File: config.mk
export PLATFORM = sky130hd
export DESIGN_NAME = zion_lsu_req_ctrl
export DESIGN_NICKNAME = d
export VERILOG_FILES = /design/src/rtl/zion_lsu_req_ctrl.sv
export SDC_FILE = /design/constraint.sdc
export NUM_CORES = 1
export LEC_CHECK = 0
export CORE_ASPECT_RATIO = 1.4
export CORE_MARGIN = 5
export CORE_UTILIZATION = 45
export CTS_CLUSTER_DIAMETER = 80
export DETAILED_ROUTE_END_ITERATION = 10
export GPL_TIMING_DRIVEN = 0
export HOLD_SLACK_MARGIN = 0.02
export PLACE_DENSITY_LB_ADDON = 0.05
export SLEW_MARGIN = 20
export SYNTH_ARGS = -nofsm -noshare
export SYNTH_HDL_FRONTEND = slang
export SYNTH_SLANG_ARGS = --single-unit
File: constraint.sdc
create_clock -name clk -period 2.8 [get_ports clk]
set_input_delay 0.56 -clock clk [delete_from_list [all_inputs] [get_ports clk]]
set_output_delay 0.56 -clock clk [all_outputs]
set_load 0.03 [all_outputs]
File: src/rtl/zion_lsu_req_ctrl.sv
// LSU request/response controller: aligns requests to bus words with byte strobes, tracks loads, extends returned data.
// Request issue 1 cycle after accept, held until busReqRdy; load data 1 cycle after busRspVld (2 with ZION_LSU_RSP_PIPE_EN).
module zion_lsu_req_ctrl #(
  parameter int RV64  = 0,
  parameter int DEPTH = 4,
  localparam int DW   = (RV64 != 0) ? 64 : 32
) (
  input  logic            clk,
  input  logic            rst,
  input  logic            cpuReqVld,
  output logic            cpuReqRdy,
  input  logic            memEn,
  input  logic            load,
  input  logic            store,
  input  logic            unsignedFlg,
  input  logic [1:0]      memWidth,
  input  logic [DW-1:0]   memAddr,
  input  logic [DW-1:0]   storeDat,
  output logic            busReqVld,
  input  logic            busReqRdy,
  output logic            busReqWr,
  output logic [DW-1:0]   busReqAddr,
  output logic [DW/8-1:0] busReqStrb,
  output logic [DW-1:0]   busReqDat,
  input  logic            busRspVld,
  input  logic [DW-1:0]   busRspDat,
  output logic            ldDatVld,
  output logic [DW-1:0]   ldDat,
  output logic            excVld,
  output logic            busy
);

  localparam int BW = DW / 8;
  localparam int OB = $clog2(BW);
  localparam int PW = $clog2(DEPTH);
  localparam int CW = PW + 1;

  typedef struct packed {
    logic [OB-1:0] off;
    logic [1:0]    width;
    logic          uns;
  } trkEnt_t;

  logic          accept;
  logic          illegal;
  logic          misalign;
  logic          legal;
  logic          fault;
  logic          push;
  logic          pop;
  logic [OB-1:0] off;
  logic [OB-1:0] alignMask;
  logic [BW-1:0] sizeMask;
  logic [CW-1:0] count;
  logic [PW-1:0] wrPtr;
  logic [PW-1:0] rdPtr;
  trkEnt_t       trkMem [DEPTH];
  trkEnt_t       head;
  logic [DW-1:0] shifted;
  logic [DW-1:0] ext;
  logic          sgn;

  // ---------------------------------------------------------------- request decode
  assign off = memAddr[OB-1:0];

  always_comb begin
    sizeMask  = '0;
    alignMask = '0;
    for (int i = 0; i < BW; i++) sizeMask[i] = (i < (1 << memWidth));
    for (int i = 0; i < OB; i++) alignMask[i] = (i < int'(memWidth));
  end

  assign illegal   = (load == store) || ((memWidth == 2'd3) && (RV64 == 0));
  assign misalign  = |(off & alignMask);
  assign legal     = memEn && !illegal && !misalign;
  assign fault     = memEn && (illegal || misalign);
  assign cpuReqRdy = (!busReqVld || busReqRdy) && (count < CW'(DEPTH));
  assign accept    = cpuReqVld && cpuReqRdy;
  assign push      = accept && legal && load;
  assign pop       = busRspVld && (count != '0);
  assign busy      = (count != '0) || busReqVld;

  // ---------------------------------------------------------------- bus request register
  always_ff @(posedge clk) begin
    if (rst) begin
      busReqVld  <= 1'b0;
      busReqWr   <= 1'b0;
      busReqAddr <= '0;
      busReqStrb <= '0;
      busReqDat  <= '0;
      excVld     <= 1'b0;
    end else begin
      if (accept && legal) begin
        busReqVld  <= 1'b1;
        busReqWr   <= store;
        busReqAddr <= {memAddr[DW-1:OB], {OB{1'b0}}};
        busReqStrb <= sizeMask << off;
        busReqDat  <= storeDat << {off, 3'b000};
      end else if (busReqRdy) begin
        busReqVld  <= 1'b0;
      end
      excVld <= accept && fault;
    end
  end

  // ---------------------------------------------------------------- outstanding-load tracker
  // Entry is captured at accept time; the response cannot precede the bus issue a cycle later.
  always_ff @(posedge clk) begin
    if (push) trkMem[wrPtr] <= '{off: off, width: memWidth, uns: unsignedFlg};
  end

  always_ff @(posedge clk) begin
    if (rst) begin
      count <= '0;
      wrPtr <= '0;
      rdPtr <= '0;
    end else begin
      if (push) wrPtr <= wrPtr + PW'(1);
      if (pop)  rdPtr <= rdPtr + PW'(1);
      case ({push, pop})
        2'b10:   count <= count + CW'(1);
        2'b01:   count <= count - CW'(1);
        default: count <= count;
      endcase
    end
  end

  // ---------------------------------------------------------------- load data alignment / extension
  assign head    = trkMem[rdPtr];
  assign shifted = busRspDat >> {head.off, 3'b000};

  always_comb begin
    case (head.width)
      2'd0:    sgn = shifted[7];
      2'd1:    sgn = shifted[15];
      2'd2:    sgn = shifted[31];
      default: sgn = shifted[DW-1];
    endcase
    sgn = sgn && !head.uns;
    ext = '0;
    for (int i = 0; i < DW; i++) ext[i] = (i < (8 << head.width)) ? shifted[i] : sgn;
  end

`ifdef ZION_LSU_RSP_PIPE_EN
  logic          rspVld1;
  logic [DW-1:0] rspDat1;

  always_ff @(posedge clk) begin
    if (rst) begin
      rspVld1  <= 1'b0;
      rspDat1  <= '0;
      ldDatVld <= 1'b0;
      ldDat    <= '0;
    end else begin
      rspVld1  <= pop;
      ldDatVld <= rspVld1;
      if (pop)     rspDat1 <= ext;
      if (rspVld1) ldDat   <= rspDat1;
    end
  end
`else
  always_ff @(posedge clk) begin
    if (rst) begin
      ldDatVld <= 1'b0;
      ldDat    <= '0;
    end else begin
      ldDatVld <= pop;
      if (pop) ldDat <= ext;
    end
  end
`endif

endmodule

Yosys cells after proc, flatten, opt, wreduce, memory -nomap -nowiden
Memories as Yosys holds them, arrays and structs flattened. A register that Yosys moved wholly into a read port is not among the register bits.
Index checks and enable logic that the tools add are counted.
Word-level totals
  bits in writable memories: 20
  input port bits: 107
  bits in registers: 109
  word-level logic and storage cells: 129
  memories kept: 1
  output and inout port bits: 106
Cells by class
  shifts and indexed selects: 5
  multiplexer cells: 40
  reductions and logical operators: 23
  bitwise gates (word level): 1
  add/sub/neg operators: 4
  magnitude comparators: 39
  equality and inequality tests: 5
Memory list
  trkMem: words 4, bits a word 5, read ports 1, clocked after Yosys merged registers in 1, wr ports 1, line 57  | trkEnt_t trkMem [DEPTH];
Operator list (count)
  $lt A6 B32 Y1 const A: 16
  $lt A5 B32 Y1 const A: 8
  $lt A3 B32 Y1 const A: 4
  $lt A4 B32 Y1 const A: 4
  $lt A1 B32 Y1 const A: 2
  $lt A2 B32 Y1 const A: 2
  $mux W1: 36
  $shl A1 B2 Y32 const A: 1
  $shl A32 B5 Y32: 1
  $shl A4 B2 Y32 const A: 1
  $shr A32 B5 Y32: 1
  $logic_and A1 B1 Y1: 10
  $pmux W3 S2: 1
  $add A2 B1 Y2 const B: 2
  $eq A2 B1 Y1 const B: 2
  $eq A2 B2 Y1 const B: 2
  $logic_not A1 Y1: 4
  $logic_or A1 B1 Y1: 4
  $lt A1 B2 Y1 const A: 2
  $mux W2: 2
  $reduce_bool A2 Y1: 2
  $shl A4 B2 Y4: 1
  $add A3 B1 Y3 const B: 1
  $lt A3 B3 Y1 const B: 1
  7 further kinds: 7

Longest topological paths before layout
  word-level depth: 9
  depth in mapped cells: 10
  mapped depth without buffers: 9

Worst setup path after synthesis
No wires, ideal clock.
  kind: input -> register
  start point: in busRspVld
  end point: reg count[2]
  required time: 2730 ps
  setup slack: 227 ps
  stages on the path: 10
  setup time: 70 ps
  arrival: 2503 ps
  path through: o31ai_1 > inv_1 > clkbuf_1 > buf_1 > ha_1 > inv_1 > fa_1 > xor2_1 > or3_1 > a21oi_1
Between the ends
  word-level cells in the longest chain between the ends: 3
RTL lines
  from (decl): line 25  | input logic busRspVld,
  $logic_and A1 B1 Y1 (*): line 80  | assign pop = busRspVld && (count != '0);
  net pop: line 50  | logic pop;
  $eq A2 B1 Y1 / $eq A2 B2 Y1 (equally long branches): line 120  | case ({push, pop})
  $pmux W3 S2 / $reduce_bool A2 Y1 (equally long branches)
  to (signal assigned): line 121  | 2'b10: count <= count + CW'(1);
  to (signal assigned): line 122  | 2'b01: count <= count - CW'(1);
  to (signal assigned): line 123  | default: count <= count;
  to (decl): line 54  | logic [CW-1:0] count;
The timed path passes the listed nets; every way through them passes the cells marked *.
A chain may end at the register's enable or synchronous reset.

Final worst setup path
Same ends and word-level chain as after synthesis.

==> run_results.csv <==
group,metric,value,unit
status,result_of_the_run,"complete, no violations",
floorplanning,floorplan.io_pins,213,
synth,synth.distinct_cells,46,
clocking,numCtsBuffers,17,
clocking,clkTransAtPathRegs,50,ps
finish,area_growth,49.5,%
synth,syn-mean-instance-area,9.24,um2
synth,synth.area.top_cells,"sky130_fd_sc_hd__dfxtp_1 39%, sky130_fd_sc_hd__edfxtp_1 10%, sky130_fd_sc_hd__nand2_1 7.6%",
power_and_ir_drop,vdd_ir_drop_max,392,uV
finish,post_layout_nonfiller_instances,1016,
finish,n_antenna_cell,0,
synth,post-synth-top-count-cell,"sky130_fd_sc_hd__nand2_1",
worst_setup_path,path_max_fanout,11,
floorplanning,die_h,144,um
global_routing,gr-total-overflow,0,
place,placedInstanceArea,8050,um2
worst_setup_path,path_common_cell,"sky130_fd_sc_hd__inv_1",
sta,fin_setup_tns,0,ps
sta,achievable-frequency,0.367,GHz
worst_setup_path,startpoint_kind_of_the_worst_setup_timing_path,"input pin",
worst_setup_path,cp_data_arrival_time,3060,ps
drt,post-route-drc-count,0,
floorplanning,design.die.area,15200,um2
worst_hold_path,hp-class,"flip-flop to flip-flop",
place,post-dp-hpwl,14.7,mm
sta,setup_viol,0,
sta,timing_hold_violations_final,0,
finish,finalNetCount,963,
floorplanning,core_area,12700,um2
drt,avgViaCountPerCell,5.38,
worst_setup_path,critical_path_buf_inv_count,4,
global_routing,antenna_found_initial,0,
sta,timing.slew.headroom,0.551,
clocking,post_cts_hold_buffers,0,
sta,timing.final.ws_setup,74.7,ps
place,gp_congestion,0.908,
floorplanning,chipWidth,106,um
synth,seq_area_frac_synth,0.491,
drt,drt_iter0_drcs,218,
worst_setup_path,critPathMaxStageDelay,470,ps
clocking,tritoncts,"yes",
place,dpl.cell_count,986,
synth,synthesis.area,5750,um2
drt,drt-pass1-iter-count,5,
global_routing,globalRouteTotalUtil,0.243,
synth,synthesis.instances,622,
drt,antenna_left,0,
clocking,post_cts_setup_buffers,0,
drt,wl_per_cell,18.4,um
worst_setup_path,critical-path-top-delay-family,"buffers and inverters",
sta,final.period_utilization,0.973,
synth,postSynthRegisterBits,131,
synth,synth.yosys.warnings,0,
clocking,clock_latency,410,ps
sta,fin_skew,7.42,ps
sta,period_minus_slack,2730,ps
clocking,cts.htree.levels,4,
clocking,cts_root_buf,"sky130_fd_sc_hd__clkbuf_16",
worst_setup_path,cp_max_stage_cell,"sky130_fd_sc_hd__clkdlybuf4s50_1",
finish,drive_above_1_share,0.0846,
power_and_ir_drop,power.density,545,nW/um2
synth,synthDominantCellAreaShare,0.387,
synth,ys_dominant_reg_cell,"sky130_fd_sc_hd__dfxtp_1",
worst_setup_path,worst-endpoint-required,3140,ps
floorplanning,start_util,0.453,
finish,total_non_filler_cell_area_in_the_finished_layout,8590,um2
clocking,ctsLongestPathBuffers,2,
sta,slew_violations,0,
worst_setup_path,path_cells,"clkdlybuf4s50_1 > o31ai_2 > inv_1 > buf_2 > ha_1 > inv_1 > fa_1 > xor2_1 > or3_1 > a21oi_1",
sta,unrepaired_setup_endpoints_after_global_routing,"no",
synth,netlist_top_cells_count,"117 x sky130_fd_sc_hd__nand2_1, 111 x sky130_fd_sc_hd__dfxtp_1, 71 x sky130_fd_sc_hd__a21oi_1",
power_and_ir_drop,p_leak,3.03,nW
clocking,tritoncts_num_sinks,131,
drt,postRouteWirelength,18.7,mm
synth,synth_largest_area_cell,"sky130_fd_sc_hd__dfxtp_1",
global_routing,grt_first_pass_wirelength,28.8,mm
place,place.port_buffers,210,
place,place_worst_setup_slack,-742,ps
drt,route.vias.total,5463,
worst_setup_path,nature_of_the_critical_path_endpoint,"flip-flop",
sta,timing.hold.ws,448,ps
synth,synth_edf_count,20,
floorplanning,rows,49,
job,maxCapViolations,0,
global_routing,grt_pass1_vias,5709,
sta,worst_slew_pin_slew,671,ps
global_routing,grt_max_degree,17,
worst_setup_path,crit_type,"input pin to flip-flop",
synth,synthArstFlopShare,0,
[kinds of logic after synthesis]
| kind of cell | share of synthesized area |
|---|---|
| buf+inv | 0.0514 |
| fa+ha+maj | 0.0144 |
| other cells | 0.000652 |
| xor+xnor | 0.00914 |
| compound gates | 0.171 |
| simple gates | 0.154 |
| flops | 0.491 |
| mux | 0.109 |
[path summary, 6_finish.rpt]
path	start	end	slack (ps)	depth (start not counted)
worst max-delay path	busRspVld	count[2]	70	10
worst min-delay path	busReqDat[9]	busReqDat[9]	450	2
worst max register to register	count[2]	count[2]	240	9
worst min register to register	busReqDat[9]	busReqDat[9]	450	2
[through the flow]
step,utilization,total power [mW]
finish,0.677,4.68
global route,0.677,4.86
CTS,0.677,4.71
global placement,0.634,2.67
detailed placement,0.634,2.68
floorplan,-,2.35
[layout make-up]
cell class / count / area (um2)
plain buffers: 50 / 234
clock buffers: 18 / 429
clock inverters: 14 / 116
fillers: 1013 / 4100
inverters: 15 / 56.3
multi-input cells: 425 / 2640
flip-flops and latches: 131 / 2820
well taps: 153 / 191
repair buffers: 210 / 2100
[state kept, by name, summed over array words and instances, names as in the netlist, named ones only]
register,count
excVld,1
busReqAddr,30
rdPtr,2
busReqVld,1
busReqStrb,4
busReqWr,1
count,3
ldDatVld,1
wrPtr,2
ldDat,32
trkMem,20
busReqDat,32
[tightest hold or removal path, stage by stage, from the launching register on]
cell	delay [ps]
sky130_fd_sc_hd__dfxtp_1	300
sky130_fd_sc_hd__nand2_1	50
sky130_fd_sc_hd__a21oi_1	50
[routing by layer]
| metal | share of wire | track usage |
|---|---|---|
| met2 | 0.53 | 0.451 |
| met5 | 0 | 0 |
| met1 | 0.37 | 0.246 |
| met4 | 0.027 | 0.102 |
| met3 | 0.078 | 0.0854 |
[cell usage in the layout (no fill, tap or decap), drive strengths merged, types with 2 or more instances in the layout]
master,count
a211oi,8
a21oi,71
a22oi,8
a2bb2oi,7
and3,5
buf,14
clkbuf,54
clkdlybuf4s50,210
clkinv,9
clkinvlp,4
conb,2
dfxtp,111
edfxtp,20
ha,5
inv,15
mux2,15
mux2i,33
mux4,5
nand2,117
nand2b,3
nand3,11
nor2,32
nor2b,3
nor3,21
o211ai,15
o21a,2
o21ai,26
o221ai,9
o22ai,2
or3,10
xnor2,2
xor2,4
[report_power, final]
part | switching (mW) | internal (mW) | leakage [nW]
Sequential | 0.0253 | 1.96 | 1.08
Clock | 0.824 | 1.21 | 0.254
Combinational | 0.354 | 0.314 | 1.70
[timing repair]
action | 4_1_cts | 5_1_grt
setup endpoints to repair | 22 | 21
cloned | 0 | 0
gates resized for setup | 3 | 1
Note: power is estimated with default switching activity, not from simulation.
